**config.mk**
```make
export PLATFORM = sky130hd
export DESIGN_NAME = cpu_idecode_unit
export DESIGN_NICKNAME = d
export VERILOG_FILES = /design/src/rtl/cpu_idecode_unit.sv
export SDC_FILE = /design/constraint.sdc
export NUM_CORES = 1
export LEC_CHECK = 0
export CAP_MARGIN = 20
export CORE_ASPECT_RATIO = 1.2
export CORE_UTILIZATION = 45
export CTS_CLUSTER_DIAMETER = 150
export DETAILED_ROUTE_END_ITERATION = 10
export PLACE_DENSITY = 0.78
export REMOVE_ABC_BUFFERS = 1
export SYNTH_ARGS = -nofsm -noshare
export SYNTH_HDL_FRONTEND = slang
export SYNTH_SLANG_ARGS = --single-unit
export TNS_END_PERCENT = 30
```
**constraint.sdc**
```tcl
create_clock -name i_clk -period 6.1 [get_ports i_clk]
set_input_delay 0.61 -clock i_clk [delete_from_list [all_inputs] [get_ports i_clk]]
set_output_delay 0.61 -clock i_clk [all_outputs]
set_load 0.02 [all_outputs]
```
**src/rtl/cpu_idecode_unit.sv**
```systemverilog
// RAPID ID stage: RV32I decode into one output item register, load-use stall, IF redirect handshake.
// Optional build macro ID_ILLEGAL_INSN_EN: pass unknown encodings to EX flagged as illegal instead of dropping them.
module cpu_idecode_unit #(
  parameter int unsigned     XLEN     = 32,
  parameter logic [XLEN-1:0] NOP_INSN = XLEN'(32'h00000013)
) (
  input  logic            i_clk,
  input  logic            i_reset,
  input  logic [XLEN-1:0] i_if_pc,
  input  logic [XLEN-1:0] i_if_insn,
  output logic            o_if_ready,
  output logic            o_if_pc_load,
  output logic [XLEN-1:0] o_if_ext_pc,
  input  logic            i_redirect,
  input  logic [XLEN-1:0] i_redirect_pc,
  input  logic            i_ex_ready,
  input  logic            i_ex_load_valid,
  input  logic [4:0]      i_ex_load_rd,
  output logic            o_valid,
  output logic [XLEN-1:0] o_pc,
  output logic [XLEN-1:0] o_insn,
  output logic [4:0]      o_rs1,
  output logic [4:0]      o_rs2,
  output logic [4:0]      o_rd,
  output logic [2:0]      o_funct3,
  output logic            o_funct7b5,
  output logic [XLEN-1:0] o_imm,
  output logic [3:0]      o_class,
  output logic            o_illegal
);

  typedef enum logic [0:0] {S_IDLE, S_PENDING} redir_state_e;
  typedef enum logic [3:0] {
    CL_ALU_R, CL_ALU_I, CL_LOAD, CL_STORE, CL_BRANCH, CL_JAL,
    CL_JALR, CL_LUI, CL_AUIPC, CL_SYSTEM, CL_FENCE
  } insn_class_e;

  redir_state_e    state, state_nx;
  logic [XLEN-1:0] target;
  logic            full;

  logic [31:0]     insn;
  logic [4:0]      d_rs1, d_rs2, d_rd;
  logic [XLEN-1:0] d_imm;
  insn_class_e     d_class;
  logic            d_known, d_illegal, presented;
  logic            hazard, fire, space;
  logic            capture, clear, load_target;

  assign insn = i_if_insn[31:0];

  always_comb begin
    d_rs1   = insn[19:15];
    d_rs2   = '0;
    d_rd    = insn[11:7];
    d_imm   = '0;
    d_class = CL_SYSTEM;
    d_known = 1'b1;
    case (insn[6:0])
      7'b0110011: begin d_class = CL_ALU_R; d_rs2 = insn[24:20]; end
      7'b0010011: begin d_class = CL_ALU_I; d_imm = {{(XLEN-12){insn[31]}}, insn[31:20]}; end
      7'b0000011: begin d_class = CL_LOAD;  d_imm = {{(XLEN-12){insn[31]}}, insn[31:20]}; end
      7'b1100111: begin d_class = CL_JALR;  d_imm = {{(XLEN-12){insn[31]}}, insn[31:20]}; end
      7'b0100011: begin
        d_class = CL_STORE; d_rs2 = insn[24:20]; d_rd = '0;
        d_imm   = {{(XLEN-12){insn[31]}}, insn[31:25], insn[11:7]};
      end
      7'b1100011: begin
        d_class = CL_BRANCH; d_rs2 = insn[24:20]; d_rd = '0;
        d_imm   = {{(XLEN-13){insn[31]}}, insn[31], insn[7], insn[30:25], insn[11:8], 1'b0};
      end
      7'b1101111: begin
        d_class = CL_JAL; d_rs1 = '0;
        d_imm   = {{(XLEN-21){insn[31]}}, insn[31], insn[19:12], insn[20], insn[30:21], 1'b0};
      end
      7'b0110111: begin d_class = CL_LUI;   d_rs1 = '0; d_imm = {{(XLEN-32){insn[31]}}, insn[31:12], 12'b0}; end
      7'b0010111: begin d_class = CL_AUIPC; d_rs1 = '0; d_imm = {{(XLEN-32){insn[31]}}, insn[31:12], 12'b0}; end
      7'b1110011: d_class = CL_SYSTEM;
      7'b0001111: d_class = CL_FENCE;
      default: begin
        d_known = 1'b0;
        d_rs1   = '0;
        d_rd    = '0;
      end
    endcase
  end

`ifdef ID_ILLEGAL_INSN_EN
  assign presented = (i_if_insn != NOP_INSN);
  assign d_illegal = !d_known;
`else
  assign presented = (i_if_insn != NOP_INSN) && d_known;
  assign d_illegal = 1'b0;
`endif

  // rs2 is zeroed when unused and load_rd==0 never hazards, so a plain compare covers "rs2 used"
  assign hazard     = full && i_ex_load_valid && (i_ex_load_rd != '0) &&
                      ((i_ex_load_rd == o_rs1) || (i_ex_load_rd == o_rs2));
  assign o_valid    = full && !hazard;
  assign fire       = o_valid && i_ex_ready;
  assign space      = !full || fire;
  assign o_if_ready = space || (state == S_PENDING);

  always_comb begin
    state_nx     = state;
    o_if_pc_load = 1'b0;
    o_if_ext_pc  = '0;
    capture      = 1'b0;
    clear        = 1'b0;
    load_target  = 1'b0;
    case (state)
      S_IDLE: begin
        if (i_redirect) begin
          clear       = 1'b1;
          load_target = 1'b1;
          if (presented) begin
            o_if_pc_load = 1'b1;
            o_if_ext_pc  = i_redirect_pc;
          end else begin
            state_nx = S_PENDING;
          end
        end else if (space && presented) begin
          capture = 1'b1;
        end
      end
      S_PENDING: begin
        o_if_pc_load = 1'b1;
        o_if_ext_pc  = target;
        if (i_redirect) begin
          clear       = 1'b1;
          load_target = 1'b1;
        end else if (presented) begin
          state_nx = S_IDLE;
        end
      end
      default: state_nx = S_IDLE;
    endcase
  end

  always_ff @(posedge i_clk or posedge i_reset) begin
    if (i_reset) begin
      state  <= S_IDLE;
      target <= '0;
    end else begin
      state <= state_nx;
      if (load_target) target <= i_redirect_pc;
    end
  end

  always_ff @(posedge i_clk or posedge i_reset) begin
    if (i_reset) begin
      full       <= 1'b0;
      o_pc       <= '0;
      o_insn     <= '0;
      o_rs1      <= '0;
      o_rs2      <= '0;
      o_rd       <= '0;
      o_funct3   <= '0;
      o_funct7b5 <= 1'b0;
      o_imm      <= '0;
      o_class    <= '0;
      o_illegal  <= 1'b0;
    end else if (clear) begin
      full <= 1'b0;
    end else if (capture) begin
      full       <= 1'b1;
      o_pc       <= i_if_pc;
      o_insn     <= i_if_insn;
      o_rs1      <= d_rs1;
      o_rs2      <= d_rs2;
      o_rd       <= d_rd;
      o_funct3   <= insn[14:12];
      o_funct7b5 <= insn[30];
      o_imm      <= d_imm;
      o_class    <= d_class;
      o_illegal  <= d_illegal;
    end else if (fire) begin
      full <= 1'b0;
    end
  end

endmodule
```
==> flow_summary.json <==
{
  "finalWeightedCongestion": 0.841,
  "postCtsSetupRepairBufs": 0,
  "fillerInstances": 1193,
  "synth_top_cell_area_share": 0.533,
  "worst_pin_slew_ps": 1060,
  "cp-end-kind": "output pin",
  "vias_per_cell": 5.14,
  "dp_cells": 1097,
  "cp_max_fo": 19,
  "drt-pass1-iter-count": 4,
  "path_clk_slew_ps": 60,
  "hold_viol": 0,
  "p_leak_uw": 0.00453,
  "synth_common_cells": "dfrtp_1 (149), nand2_1 (91), inv_1 (80), mux2_2 (65), o21ai_0 (44)",
  "ys_types": 42,
  "nets": 1018,
  "critPathLaunchType": "input pin",
  "cp_data_arrival_time_ps": 3890,
  "tns_ps": 0,
  "drive_gt1_frac": 0.121,
  "start_util": 0.463,
  "maxSlewViolCount": 0,
  "ant_nets": 0,
  "ys_seq_area_frac": 0.533,
  "skew_ps": 8.86,
  "fin_cells": 1127,
  "wirelength_um": 18800,
  "cts.path.max_buffers": 2,
  "drc_errors": 0,
  "ff_latch_area_um2": 3730,
  "netlist_area_um2": 6990,
  "postSynthRegisterBits": 149,
  "hold_path.class": "flip-flop to flip-flop",
  "port_buffers": 259,
  "die_h_um": 139,
  "setup_slack_ps": 1600,
  "multi_input_area_um2": 2730,
  "grt_usage": 0.243,
  "max-cap-violations": 0,
  "async_reset_ff_frac": 1.00,
  "antenna_found_initial": 0,
  "synth_edf_count": 0,
  "syn_inst": 672,
  "yosysTopAreaCell": "dfrtp_1",
  "drtIter0Drc": 277,
  "cts_sinks": 149,
  "wl_per_cell_um": 16.7,
  "cts_tree": "built",
  "place_ws_ps": 1670,
  "syn_to_final_growth_pct": 46.4,
  "grt_max_degree": 98,
  "antenna-diode-count": 0,
  "grt_pass1_wl_um": 30000,
  "setup_viol": 0,
  "run_status": "completed",
  "vias": 5790,
  "yosys-top-cells-area": "dfrtp_1 (53%), mux2_2 (10%), mux2i_1 (5.2%), nand2_1 (4.9%), inv_1 (4.3%)",
  "grt-ovfl-total": 0,
  "path_class": "input pin to output pin",
  "clock.fmax_mhz": 222,
  "rows": 49,
  "rsz0062_at_grt": "false",
  "clock_latency_ps": 420,
  "coreArea_um2": 15100,
  "cellPowerDensity_nw_per_um2": 288,
  "synth-main-ff-cell": "dfrtp_1",
  "finalCriticalPeriod_ps": 4500,
  "cp_data_required_time_ps": 5490,
  "hpwl_um": 13400,
  "period_share": 0.738,
  "syn_avg_cell_area_um2": 10.4,
  "die_w_um": 116,
  "relSlewSlack": 0.289,
  "design.die.area_um2": 16000,
  "ios": 261,
  "grt_pass1_vias": 5903,
  "cts_made_buffers": 17,
  "cts_resized": 0,
  "cts.htree.levels": 4,
  "ctsHoldBuffers": 0,
  "yosysMostFrequentCell": "dfrtp_1",
  "peakVddDrop_mv": 0.161,
  "ys_warn_count": 0,
  "cts_root_buf": "clkbuf_16"
}
[cell type report]
type / instances / share of cell area
flip-flops and latches: 149 / 0.364
multi-input cells: 396 / 0.267
repair buffers: 268 / 0.261
clock buffers: 20 / 0.0436
inverters: 80 / 0.0298
well taps: 204 / 0.0249
clock inverters: 10 / 0.0100
[path summary, 6_finish.rpt]
check / from / end / slack, ps / cells past startpoint
max in group asynchronous: i_reset / state$_DFF_PP0_ / 4100 / 3
hold / removal: o_insn[1]$_DFFE_PP0P_ / o_insn[1]$_DFFE_PP0P_ / 470 / 1
min in group asynchronous: i_reset / o_pc[21]$_DFFE_PP0P_ / 750 / 2
setup reg to reg: state$_DFF_PP0_ / o_insn[31]$_DFFE_PP0P_ / 3430 / 5
hold reg to reg: o_insn[1]$_DFFE_PP0P_ / o_insn[1]$_DFFE_PP0P_ / 470 / 1
setup / recovery: i_if_insn[3] / o_if_ext_pc[4] / 1600 / 8
[logic make-up (layout without fill, tap and decap cells)]
kind of cell	count (synthesis)	count (layout)	share of synthesized area
compound gates	129	129	0.114
xor+xnor	11	11	0.0138
fa+ha+maj	1	1	0.00143
buf+inv	127	378	0.0771
flops	149	149	0.533
mux	108	108	0.168
other cells	1	1	0.000536
simple gates	146	146	0.0924
[through the flow]
step,utilization,hold slack (ps),instance area [µm²],total power [µW]
2_1_floorplan,-,497,6750,1560
3_3_place_gp,0.642,453,9690,1980
5_1_grt,0.679,495,10200,3080
3_5_place_dp,0.642,456,9690,2000
4_1_cts,0.679,471,10200,2980
6_report,0.679,468,10200,2950
[flip-flops by register name (all words and copies together), names as in the netlist]
register,count
o_class,4
target,32
full,1
o_pc,32
o_rs2,5
o_insn,32
state,1
o_rd,5
o_rs1,5
o_imm,32
[critical path, cell delays in order]
cell             delay (ps)
clkdlybuf4s50_1         890
or3b_1                  420
nand2_1                  80
nand2_1                  60
a211o_1                 540
buf_4                   330
o31ai_1                 260
clkdlybuf4s50_1         690
[placed cells by master (no fill, tap or decap), drive strengths merged, types with 2 or more instances in the layout]
| cell type | count |
|---|---|
| nor2b | 4 |
| nor4 | 10 |
| mux2i | 36 |
| dfrtp | 149 |
| a211oi | 2 |
| clkinvlp | 2 |
| clkinv | 5 |
| o31ai | 32 |
| buf | 10 |
| clkdlybuf4s50 | 258 |
| o2bb2ai | 5 |
| clkbuf | 20 |
| nor2 | 12 |
| nand3 | 8 |
| a21oi | 35 |
| o21ai | 44 |
| inv | 82 |
| nor3 | 6 |
| xor2 | 7 |
| or2 | 5 |
| xnor2 | 4 |
| nand4 | 2 |
| a22o | 4 |
| nand2b | 2 |
| nand2 | 91 |
| mux2 | 72 |
| o22ai | 2 |
[where the power goes]
group / internal [µW] / switching (µW) / leakage (µW)
Clock: 571 / 405 / 0.000263
Combinational: 387 / 389 / 0.00244
Sequential: 1120 / 82.4 / 0.00182
Total: 2080 / 876 / 0.00453
[routing by layer]
metal | wire (µm) | up-vias | track usage
met5 | 0 | - | 0
met4 | 480 | 0 | 0.0992
met3 | 1420 | 30 | 0.0669
met2 | 9270 | 220 | 0.404
met1 | 7610 | 2794 | 0.295
li1 | - | 2746 | -
Power figures use the tool's default switching activity.
